--- src/rtl/dot_mac_pipe.sv ---
// dot_mac_pipe: three-stage signed dot-product engine with valid/ready flow
// control. The result is y = sum_k a[k]*b[k] + e, plus the previous y when the
// beat's accumulate flag is set.
//
// Optional feature: define DOT_SAT_EN to saturate the OW-bit result instead of
// wrapping it. Without the macro, no saturation logic is generated.
//
// Ports:
//   clk        rising-edge clock
//   rst        asynchronous active-low reset
//   in_valid   operand beat valid
//   in_ready   block can accept a beat
//   in_acc     add this beat's result to the previous result
//   a, b       N packed signed W-bit operands (term k at [k*W +: W])
//   e          signed W-bit addend
//   out_valid  result valid
//   out_ready  sink accepts result
//   y          signed OW-bit result
module dot_mac_pipe #(
    parameter int W  = 16,
    parameter int N  = 2,
    parameter int OW = 32
) (
    input  logic            clk,
    input  logic            rst,
    input  logic            in_valid,
    output logic            in_ready,
    input  logic            in_acc,
    input  logic [N*W-1:0]  a,
    input  logic [N*W-1:0]  b,
    input  logic [W-1:0]    e,
    output logic            out_valid,
    input  logic            out_ready,
    output logic [OW-1:0]   y
);

    localparam int PW = 2 * W;
    localparam int SW = 2 * W + $clog2(N + 1) + 1;
    // One guard bit above the wider of sum and result, so that adding the
    // previous y can never overflow before the final reduction.
    localparam int AW = ((SW > OW) ? SW : OW) + 1;

    logic                 en;
    logic                 v1;
    logic                 v2;
    logic                 v3;
    logic                 acc1;
    logic                 acc2;
    logic signed [PW-1:0] prod_c [N];
    logic signed [PW-1:0] prod1  [N];
    logic signed [SW-1:0] e1;
    logic signed [SW-1:0] tree_c;
    logic signed [SW-1:0] sum2;
    logic signed [AW-1:0] full_c;
    logic        [OW-1:0] y_c;

    // The whole pipeline advances together; a bubble moves like data.
    assign en        = !v3 || out_ready;
    assign in_ready  = en;
    assign out_valid = v3;

    always_comb begin
        for (int k = 0; k < N; k++) begin
            prod_c[k] = PW'($signed(a[k*W +: W]))
                      * PW'($signed(b[k*W +: W]));
        end
    end

    always_comb begin
        tree_c = e1;
        for (int k = 0; k < N; k++) begin
            tree_c = tree_c + SW'(prod1[k]);
        end
    end

    always_comb begin
        full_c = AW'(sum2);
        if (acc2) begin
            full_c = full_c + AW'($signed(y));
        end
    end

`ifdef DOT_SAT_EN
    localparam logic [OW-1:0] YMAX = {1'b0, {(OW-1){1'b1}}};
    localparam logic [OW-1:0] YMIN = {1'b1, {(OW-1){1'b0}}};

    always_comb begin
        y_c = full_c[OW-1:0];
        if (full_c > AW'($signed(YMAX))) begin
            y_c = YMAX;
        end else if (full_c < AW'($signed(YMIN))) begin
            y_c = YMIN;
        end
    end
`else
    assign y_c = OW'(full_c);
`endif

    always_ff @(posedge clk or negedge rst) begin
        if (!rst) begin
            v1   <= 1'b0;
            v2   <= 1'b0;
            v3   <= 1'b0;
            acc1 <= 1'b0;
            acc2 <= 1'b0;
            e1   <= '0;
            sum2 <= '0;
            y    <= '0;
            for (int k = 0; k < N; k++) begin
                prod1[k] <= '0;
            end
        end else if (en) begin
            v1 <= in_valid;
            v2 <= v1;
            v3 <= v2;
            if (in_valid) begin
                for (int k = 0; k < N; k++) begin
                    prod1[k] <= prod_c[k];
                end
                e1   <= SW'($signed(e));
                acc1 <= in_acc;
            end
            if (v1) begin
                sum2 <= tree_c;
                acc2 <= acc1;
            end
            // y doubles as the accumulator: it keeps the last loaded
            // result whether or not the sink has taken it.
            if (v2) begin
                y <= y_c;
            end
        end
    end

endmodule

--- config.mk ---
export PLATFORM = sky130hd
export DESIGN_NAME = dot_mac_pipe
export DESIGN_NICKNAME = d
export VERILOG_FILES = /design/src/rtl/dot_mac_pipe.sv
export SDC_FILE = /design/constraint.sdc
export NUM_CORES = 2
export LEC_CHECK = 0
export CORE_MARGIN = 1
export CORE_UTILIZATION = 62
export DETAILED_ROUTE_END_ITERATION = 10
export PLACE_DENSITY = 0.9
export SETUP_SLACK_MARGIN = 0.3
export SLEW_MARGIN = 20
export SYNTH_ARGS = -nofsm -noshare
export SYNTH_HDL_FRONTEND = slang
export SYNTH_SLANG_ARGS = --single-unit
--- constraint.sdc ---
create_clock -name clk -period 10 [get_ports clk]
set_clock_uncertainty 0.1 [all_clocks]
set_input_delay 2 -clock clk [delete_from_list [all_inputs] [get_ports clk]]
set_output_delay 2 -clock clk [all_outputs]
set_load 0.01 [all_outputs]
==> summary.txt <==
Run status
  • Run status: completed

Logic synthesis
  • Synth area leaders: fa_1 39%, dfrtp_1 13%, ha_1 9.9%
  • Sequential cell area fraction in the yosys report: 13.1%
  • Syn_nets: 3901
  • Most common cell in the synthesized netlist: inv_1
  • Most common library cells after synthesis: 590 x inv_1, 557 x fa_1, 382 x nand2_1
  • Share of flip-flops with an asynchronous set or reset: 100%
  • Count of flip-flops with a built-in enable after synthesis: 0
  • Distinct cells, synth: 64
  • Synth warn: 0
  • Mapped Cells: 3034
  • Synth top area share: 39.3%
  • Post-synth design cell area: 28400 µm²
  • Synth Area per Inst: 9.36 µm²
  • Yosys top cell by area: fa_1
  • Ys flop type: dfrtp_1
  • FF+latch count, synth: 149

Routing
  • Uppermost layer routed: met4
  • Routed length per placed instance: 17.6 µm
  • Sum of met3 wire segment lengths after detailed routing: 4110 µm
  • Detail-routed via count per cell: 5.76
  • Post-detailed-route DRC marker count: 0
  • Number of vias in the routed layout: 21.3k
  • Number of nets with antenna violations after routing: 0
  • Overall routed net length: 65100 µm
  • Pre-antenna DRT Iters: 7
  • Routed metal-1 wire length: 24400 µm
  • Met2 wire length: 33300 µm
  • First-iteration detailed-routing DRC count: 1648

Worst setup path
  • Nature of the critical path endpoint: flop
  • Critical path launch point type: input pin
  • Start-to-end type of the worst setup path: in -> reg
  • Start of the worst register-to-register path: prod1[0]
  • Setup slack, reg-to-reg: 5660 ps
  • Worst endpoint data arrival time: 9040 ps
  • Worst-path fanout max: 16
  • Required time reported for the critical path endpoint: 10180 ps
  • Reg-to-reg endpoint: sum2[31]
  • Worst reg-to-reg path cell count: 16

Finish
  • Net count, final: 3950
  • Share of final-layout standard cells stronger than drive strength 1: 2.78%
  • Number of filler cells placed in the layout: 3304
  • Area growth from synthesis to final layout: 7.89%
  • Ant diodes: 0
  • Final instance count without filler cells: 3693

Timing
  • Max-slew violation count: 0
  • Highest achievable clock rate: 113 MHz
  • Worst-case headroom to the max-slew limit: 29.4%
  • Worst Hold Margin: 403 ps
  • Final number of setup-violating endpoints: 0
  • Number of hold violations in the final report: 0
  • Transition time at the pin with the least slew margin: 1060 ps
  • Clock period minus worst slack: 8860 ps
  • Setup TNS Final: 0 ps
  • Ratio of final minimum period to clock period: 88.6%
  • Setup repair after global routing missed its margin: no

Placed design
  • Count of buffers from port buffering: 118
  • Last weighted congestion value of the routability-driven placer: 0.918
  • Inst Count DP: 3664
  • DP HPWL: 52100 µm

Floorplanning
  • # IOs: 119
  • Effective utilization at floorplan: 62.7%
  • Number of rows created at floorplan: 78
  • Die Outline Area: 46700 µm²
  • Standard cell core area: 45300 µm²
  • Y dimension of the die: 216 µm
  • Floorplan die width: 216 µm

CTS
  • Count of hold-fix buffers inserted at cts: 0
  • Clock tree root buffer cell: clkbuf_16
  • # resized after CTS: 0
  • Inserted Clock Buffers: 17
  • Sink count of the clock tree: 149
  • Htree depth: 4
  • Clock network latency to the later pin of the worst-skew pair: 430 ps
  • Number of buffers inserted by post-CTS setup repair: 0
  • Clock slew at reported path FFs: 60 ps
  • Clock tree from TritonCTS: yes
  • Max Root-Sink Buffers: 2

GRT
  • Pin count of the biggest net entering global routing: 95
  • Tot GR Track Use: 29.7%
  • Via count of the first global-routing pass: 23.4k
  • Initial antenna violation count: 0
  • Overall overflow remaining after global route: 0
  • Wire length of the first global-routing pass: 111000 µm

Hold path
  • Worst hold-check path type: reg -> reg
  • Start point of the worst hold path: v2
  • Cell depth of the worst min-delay path: 2
  • Worst hold path endpoint: out_valid

Flow run
  • Count of max-cap constraint violations: 0
[area by class of cell]
type,count,area [µm²],area share (%)
Clock inverter,11,151,0.494
Tap cell,600,751,2.45
Clock buffer,18,439,1.43
Sequential cell,149,3730,12.2
Inverter,590,2210,7.23
Timing Repair Buffer,128,1260,4.10
Multi-Input combinational cell,2197,22100,72.1
[cells by family (layout without fill, tap and decap cells)]
logic type | count (synthesis) | count (layout) | synth area share, %
AOI/OAI and AO/OA | 414 | 414 | 8.96
muxes | 47 | 47 | 1.79
adders and majority gates | 782 | 782 | 49.2
xor gates and xnor gates | 122 | 122 | 3.76
and+or+nand+nor | 832 | 832 | 14.1
DFF | 149 | 149 | 13.1
buffers and inverters | 688 | 747 | 9.09
[per-stage QoR]
step | worst slack, ps | instance area, µm² | util (%)
after floorplan | 2120 | 28400 | -
after global placement | 1060 | 30000 | 66.4
after detailed placement | 712 | 30000 | 66.4
after CTS | 1090 | 30600 | 67.7
after global routing | 728 | 30600 | 67.7
final | 1140 | 30600 | 67.7
[worst max-delay path: stages]
cell and delay (ps):
clkdlybuf4s50_1 960, nand2_1 180, fa_1 530, fa_1 570
fa_1 440, fa_1 550, inv_1 50, fa_1 500
fa_1 430, ha_1 360, a211oi_1 270, o2111ai_1 210
o2111ai_1 220, a21oi_1 210, o41ai_2 500, o21ai_0 230
o41ai_1 420, o21ba_2 200, xor2_1 130, o21ai_0 80
[cells in the final DEF (no fill, tap or decap), types with 18 or more instances in the layout]
cell,instances
inv_1,590
fa_1,557
nand2_1,380
and2_1,252
ha_1,225
o21ai_0,152
dfrtp_1,149
clkdlybuf4s50_1,117
a21oi_1,92
nor2_1,86
xnor2_1,69
xor2_1,53
a21o_1,52
mux2_2,30
nor3_1,23
nand2b_1,20
a211oi_1,18
[registers in the layout (all words and copies together) (netlist names)]
signal	flops
prod1	64
sum2	32
y	32
e1	16
acc1	1
acc2	1
out_valid	1
v1	1
v2	1
[worst max path at each step]
| stage | to | cells after the start | startpoint |
|---|---|---|---|
| floorplan | prod1[31] | 22 | a[31] |
| global placement | prod1[60] | 23 | a[10] |
| detailed placement | prod1[60] | 23 | a[11] |
| CTS | prod1[60] | 23 | a[11] |
| global route | prod1[60] | 24 | b[7] |
| finish | prod1[60] | 20 | a[10] |
[routing by layer]
metal,GRT usage [%],vias to the layer above
li1,-,9470
met1,36.7,10700
met2,52.0,866
met3,3.42,232
met4,14.2,0
met5,0,-
Power is not shown: default switching activity piles up to over one toggle a cycle in this logic, so the estimate is an artifact.
